**src/rtl/led_pkg.sv**
```systemverilog
// Shared encodings and helpers for the LED status engine.
package led_pkg;

  localparam int unsigned CNT_W  = 16;
  localparam int unsigned CODE_W = 4;
  localparam int unsigned CH_W   = 4;

  typedef enum logic [1:0] {
    LED_OFF   = 2'd0,
    LED_ON    = 2'd1,
    LED_BLINK = 2'd2,
    LED_CODE  = 2'd3
  } led_mode_e;

  typedef enum logic [1:0] {
    C_IDLE  = 2'd0,
    C_P_ON  = 2'd1,
    C_P_OFF = 2'd2,
    C_GAP   = 2'd3
  } code_state_e;

  function automatic int unsigned ticks_per_ms(input int unsigned clk_hz);
    return clk_hz / 1000;
  endfunction

endpackage

```
**src/rtl/led_chan.sv**
```systemverilog
// One LED channel: pattern counters, CODE sequencer and raw (unpolarised) lit level.
module led_chan
  import led_pkg::*;
#(
  parameter int unsigned BLINK_MS = 500,
  parameter int unsigned PULSE_MS = 200,
  parameter int unsigned GAP_MS   = 1000,
  parameter led_mode_e   RST_MODE = LED_OFF
) (
  input  logic              clk,
  input  logic              rst_n,
  input  logic              tick,
  input  logic              wr,
  input  led_mode_e         wr_mode,
  input  logic [CODE_W-1:0] wr_code,
  output logic              lit_c
);

  led_mode_e         mode;
  code_state_e       state;
  logic [CODE_W-1:0] code;
  logic [CODE_W-1:0] pulses;
  logic [CNT_W-1:0]  cnt;
  logic              blink_off;
  logic              at_last;
  logic              counting;

  // Current phase reaches its final tick.
  always_comb begin
    at_last = 1'b0;
    if (mode == LED_BLINK)   at_last = (cnt == CNT_W'(BLINK_MS - 1));
    else if (state == C_GAP) at_last = (cnt == CNT_W'(GAP_MS - 1));
    else                     at_last = (cnt == CNT_W'(PULSE_MS - 1));
  end

  assign counting = (mode == LED_BLINK) || ((mode == LED_CODE) && (state != C_IDLE));

  // A write restarts the pattern and takes priority over a coincident tick.
  always_ff @(posedge clk or negedge rst_n) begin
    if (!rst_n) begin
      mode      <= RST_MODE;
      state     <= C_IDLE;
      code      <= '0;
      pulses    <= '0;
      cnt       <= '0;
      blink_off <= 1'b0;
    end else if (wr) begin
      mode      <= wr_mode;
      code      <= wr_code;
      pulses    <= wr_code;
      cnt       <= '0;
      blink_off <= 1'b0;
      state     <= ((wr_mode == LED_CODE) && (wr_code != '0)) ? C_P_ON : C_IDLE;
    end else if (tick && counting) begin
      if (!at_last) begin
        cnt <= cnt + CNT_W'(1);
      end else begin
        cnt <= '0;
        if (mode == LED_BLINK) begin
          blink_off <= ~blink_off;
        end else begin
          unique case (state)
            C_P_ON: begin
              pulses <= pulses - CODE_W'(1);
              state  <= (pulses == CODE_W'(1)) ? C_GAP : C_P_OFF;
            end
            C_P_OFF: state <= C_P_ON;
            C_GAP: begin
              pulses <= code;
              state  <= C_P_ON;
            end
            default: state <= C_IDLE;
          endcase
        end
      end
    end
  end

  always_comb begin
    lit_c = 1'b0;
    unique case (mode)
      LED_ON:    lit_c = 1'b1;
      LED_BLINK: lit_c = ~blink_off;
      LED_CODE:  lit_c = (state == C_P_ON);
      default:   lit_c = 1'b0;
    endcase
  end

endmodule

```
**src/rtl/led_status_ctrl.sv**
```systemverilog
// Multi-channel LED status engine: 1 ms prescaler, config write port, per-channel pattern engines.
module led_status_ctrl
  import led_pkg::*;
#(
  parameter int unsigned CLK_HZ          = 50_000_000,
  parameter int unsigned NUM_LEDS        = 5,
  parameter int unsigned BLINK_MS        = 500,
  parameter int unsigned PULSE_MS        = 200,
  parameter int unsigned GAP_MS          = 1000,
  parameter int unsigned LED_ACTIVE_LOW  = 0,
  parameter int unsigned RESET_HEARTBEAT = 1
) (
  input  logic                clk,
  input  logic                rst_n,
  input  logic                cfg_valid,
  output logic                cfg_ready,
  input  logic [CH_W-1:0]     cfg_ch,
  input  logic [1:0]          cfg_mode,
  input  logic [CODE_W-1:0]   cfg_code,
  output logic                cfg_err,
  output logic [NUM_LEDS-1:0] leds
);

  localparam int unsigned TPM   = ticks_per_ms(CLK_HZ);
  localparam int unsigned PRE_W = (TPM > 1) ? $clog2(TPM) : 1;
  localparam logic        POL   = (LED_ACTIVE_LOW != 0);

  logic [PRE_W-1:0]    pre_cnt;
  logic                tick;
  logic                accept;
  logic                in_range;
  logic [NUM_LEDS-1:0] raw;

  assign tick     = (pre_cnt == PRE_W'(TPM - 1));
  assign accept   = cfg_valid && cfg_ready;
  assign in_range = (32'(cfg_ch) < NUM_LEDS);

  // Free-running ms prescaler; never realigned by config writes.
  always_ff @(posedge clk or negedge rst_n) begin
    if (!rst_n)    pre_cnt <= '0;
    else if (tick) pre_cnt <= '0;
    else           pre_cnt <= pre_cnt + PRE_W'(1);
  end

  for (genvar i = 0; i < NUM_LEDS; i++) begin : g_chan
    led_chan #(
      .BLINK_MS (BLINK_MS),
      .PULSE_MS (PULSE_MS),
      .GAP_MS   (GAP_MS),
      .RST_MODE (((i == 0) && (RESET_HEARTBEAT != 0)) ? LED_BLINK : LED_OFF)
    ) u_chan (
      .clk     (clk),
      .rst_n   (rst_n),
      .tick    (tick),
      .wr      (accept && in_range && (cfg_ch == CH_W'(i))),
      .wr_mode (led_mode_e'(cfg_mode)),
      .wr_code (cfg_code),
      .lit_c   (raw[i])
    );
  end

  // Handshake throttles to one write per two clocks; leds follow channels one clock later.
  always_ff @(posedge clk or negedge rst_n) begin
    if (!rst_n) begin
      cfg_ready <= 1'b1;
      cfg_err   <= 1'b0;
      leds      <= {NUM_LEDS{POL}};
    end else begin
      cfg_ready <= ~accept;
      cfg_err   <= accept && !in_range;
      leds      <= raw ^ {NUM_LEDS{POL}};
    end
  end

endmodule

```
**config.mk**
```make
export PLATFORM = sky130hd
export DESIGN_NAME = led_status_ctrl
export DESIGN_NICKNAME = d
export VERILOG_FILES = /design/src/rtl/led_pkg.sv /design/src/rtl/led_chan.sv /design/src/rtl/led_status_ctrl.sv
export SDC_FILE = /design/constraint.sdc
export NUM_CORES = 1
export LEC_CHECK = 0
export ABC_AREA = 0
export CAP_MARGIN = 20
export CORE_AREA = 5 5 154 119
export DETAILED_ROUTE_END_ITERATION = 12
export DIE_AREA = 0 0 159 124
export MAX_ROUTING_LAYER = met4
export PLACE_DENSITY = 0.85
export SYNTH_ARGS = -nofsm -noshare
export SYNTH_HDL_FRONTEND = slang
export SYNTH_SLANG_ARGS = --single-unit
```
**constraint.sdc**
```tcl
create_clock -name clk -period 3.04 [get_ports clk]
set_clock_uncertainty 0.05 [all_clocks]
set_input_delay 0.456 -clock clk [delete_from_list [all_inputs] [get_ports clk]]
set_output_delay 0.456 -clock clk [all_outputs]
set_load 0.01 [all_outputs]
```
==> results by group <==
Die
  – Die footprint: 0.0197 mm^2
  – Floorplan die width: 159 um
  – I/O pin total: 20
  – Starting density of the core: 59.3%
  – Core outline area: 0.0166 mm^2
  – Overall die height: 124 um
  – Std cell rows: 41

Logic synthesis
  – Combinational family with the most area after synthesis: simple AND/OR/NAND/NOR gates
  – Top post-synthesis cells by area: dfrtp_1 (42%), nand2_1 (6.1%), nand3_1 (3.1%)
  – Sequential-to-total area share from yosys stat: 42.8%
  – Async SR Flop Fraction: 100%
  – Most used DFF post-synth: dfrtp_1
  – Cell count after synthesis: 1118
  – Share of the synthesized area in the top cell type: 42.3%
  – Share of the synthesized area in compound gates (AO/OA/AOI/OAI): 21.3%
  – Count of yosys warnings during synthesis: 0
  – Post-synthesis sequential element count: 168
  – Syn_area_per_cell: 8.79 um^2
  – Most used standard cell by instance count after synthesis: dfrtp_1
  – Cell area after technology mapping: 0.00982 mm^2
  – Number of enable flip-flop cells after synthesis: 0
  – Number of library cell types mapped by synthesis: 87
  – Net Count, Synth: 1147
  – Cell type with the largest total area after synthesis: dfrtp_1
  – Multiplexer fraction of the synthesized cell area: 1.34%
  – Post-synthesis share of cell area spent on and, or, nand and nor gates: 25.8%
  – Adder and majority gate portion of the synthesized area: 2.04%
  – Xor/xnor share of the synthesized area: 1.87%
  – Commonest cells post-synth: dfrtp_1 (166), nand2_1 (160), nand3_1 (60)

STA
  – Crit path time final: 2.78 ns
  – Fin. Hold Viols: 23
  – Fraction of the cycle the final worst path needs: 91.4%
  – Max-slew violation count: 0
  – Unrepaired setup endpoints after global routing: false
  – Transition at the pin with the smallest max-transition slack: 0.940 ns
  – Fmax: 360 MHz
  – Number of endpoints failing setup at the final stage: 0
  – Aggregate negative setup slack: 0 ns
  – Tightest hold margin: -0.0373 ns
  – Slew margin rel.: 37.3%

Critical path
  – Sort of element at the start of the critical path: register
  – Largest fanout of any net on the critical path: 14
  – Slowest stage cell on the critical path: or4b_1
  – Endpoint type of the worst setup path: register
  – Cells along the critical path: ha_1 -> or4b_1 -> a2111o_1 -> a211o_1 -> buf_4 -> a31o_2 -> a22o_1
  – Peak per-stage delay on the critical path: 0.46 ns
  – Worst Path Arrival: 3.05 ns
  – Crit path kind: register to register
  – WP data required: 3.32 ns

Clock network
  – Number of buffers created by CTS: 17
  – Clk buf depth: 2
  – Root buffer cell: clkbuf_16
  – CTS tree: done
  – Post-cts sizing count: 0
  – Hold-fix buffer count after cts: 0
  – Post-CTS Setup Bufs: 0
  – # clock sinks: 168
  – Insertion delay of the later-clocked pin in the worst-skew pair: 0.44 ns
  – H-tree depth reported by CTS: 4
  – Clock-pin slew reported for the worst setup and hold paths after clock tree synthesis: 0.07 ns

Detailed routing
  – Total wire length: 23600 um
  – Drt wl/cell: 17.4 um
  – Number of detailed-routing iterations run before antenna repair: 6
  – Vias per cell: 6.53
  – Final antenna-violating net count: 0
  – DRC errors left: 0
  – Violation count after the first detailed-routing iteration: 808
  – Detailed-route via count: 8867

Final layout
  – Fraction of layout instances using a drive strength above 1: 8.84%
  – Final Util: 65.8%
  – Area growth syn-to-layout: 10.9%
  – Number of standard cells in the final layout excluding fillers: 1357
  – Antenna diode instance count: 0
  – Net count of the finished layout: 1159

Run status
  – Status: finished with violations
  – Failing checks: negative hold slack

GRT
  – Total global routing track utilization: 24.9%
  – Initial antenna violation count: 0
  – Number of global-route vias before repair: 8022
  – Pin count of the biggest net entering global routing: 72
  – GRT overflow: 0
  – First-pass GRT wire length: 39900 um

Pwr
  – Power Dens Cells: 537 mW/mm^2
  – Peak supply drop: 368 uV
  – Power after layout: 5.85 mW
  – Leakage power of the design: 4.50 nW

Place
  – Total instance count after detailed placement: 1325
  – Post-detail-place hpwl: 15600 um
  – Number of port buffers: 19
  – Routability Congestion: 0.898

Worst hold path
  – Min-delay worst type: primary input to async pin

Job
  – Reported max-cap violation count: 0
cell usage in the layout (no fill, tap or decap), types with 12 or more instances in the layout:
| cell | instances |
|---|---|
| dfrtp_1 | 166 |
| nand2_1 | 160 |
| nand3_1 | 60 |
| nor2_1 | 58 |
| inv_1 | 52 |
| o21ai_0 | 49 |
| a21oi_1 | 47 |
| a31oi_1 | 44 |
| buf_4 | 39 |
| nand4_1 | 37 |
| or4_1 | 29 |
| o31ai_1 | 28 |
| nor3_1 | 21 |
| clkdlybuf4s50_1 | 18 |
| clkbuf_16 | 17 |
| o211ai_1 | 16 |
| ha_1 | 16 |
| or3_1 | 15 |
| o22ai_1 | 15 |
| nand2b_1 | 14 |
| and3_1 | 14 |
| xor2_1 | 12 |
| nor4_1 | 12 |
| mux2i_1 | 12 |
critical path, delay by kind of cell, from the launching register on:
kind	cells	cell delay, ns
fa+ha+maj	1	0.24
buf+inv	1	0.24
flops	1	0.39
compound gates	4	1.30
simple gates	1	0.46
kinds of logic (layout without fill, tap and decap cells):
family	Yosys count	count (layout)
mux	13	13
simple gates	482	482
xor+xnor	21	21
buf+inv	118	142
flops	168	168
compound gates	300	300
fa+ha+maj	16	16
worst paths after layout:
check	start	to	slack, ns	depth (start not counted)
max reg2reg	g_chan[2].u_chan.cnt[0]	g_chan[2].u_chan.cnt[5]	0.26	7
min reg2reg	g_chan[4].u_chan.blink_off	leds[4]	0.43	1
min	rst_n	g_chan[1].u_chan.blink_off	-0.04	1
max in group asynchronous	rst_n	g_chan[3].u_chan.cnt[3]	2.16	2
min in group clk	g_chan[4].u_chan.blink_off	leds[4]	0.43	1
max	g_chan[2].u_chan.cnt[0]	g_chan[2].u_chan.cnt[5]	0.26	7
state kept, by name, indices dropped and copies added, names as in the netlist:
name                     cells
cfg_err                      1
g_chan.u_chan.state         10
g_chan.u_chan.cnt           80
g_chan.u_chan.code          20
g_chan.u_chan.pulses        20
leds                         5
pre_cnt                     16
cfg_ready                    1
g_chan.u_chan.mode          10
g_chan.u_chan.blink_off      5
per-layer routing:
layer / share of wire [%] / track usage, % / vias to the layer above / wire length (um)
li1: - / - / 4232 / -
met1: 46 / 34.3 / 4264 / 11000
met2: 45 / 37.6 / 338 / 10700
met3: 6.9 / 5.82 / 33 / 1630
met4: 1.3 / 6.93 / 0 / 311
met5: 0 / - / - / 0
stage by stage:
step	setup WS [ns]	cell area, um^2
2_1_floorplan	0.549	9820
3_3_place_gp	0.230	10300
3_5_place_dp	0.138	10300
4_1_cts	0.268	10900
5_1_grt	0.0352	10900
6_report	0.262	10900
report_power, final:
part	internal (mW)	leakage [nW]	switching, mW	total (mW)
Sequential	2.49	2.10	0.298	2.79
Combinational	0.403	2.14	0.505	0.908
Clock	1.21	0.270	0.941	2.15
Total	4.11	4.50	1.74	5.85
layout make-up:
| class | instances | area, um^2 |
|---|---|---|
| clock buffers | 18 | 429 |
| inverters | 52 | 195 |
| flip-flops and latches | 168 | 4210 |
| multi-input cells | 832 | 5150 |
| repair buffers | 59 | 504 |
| fillers | 1256 | 5670 |
| well taps | 215 | 269 |
| clock inverters | 13 | 144 |
(Power assumes the default switching activity.)
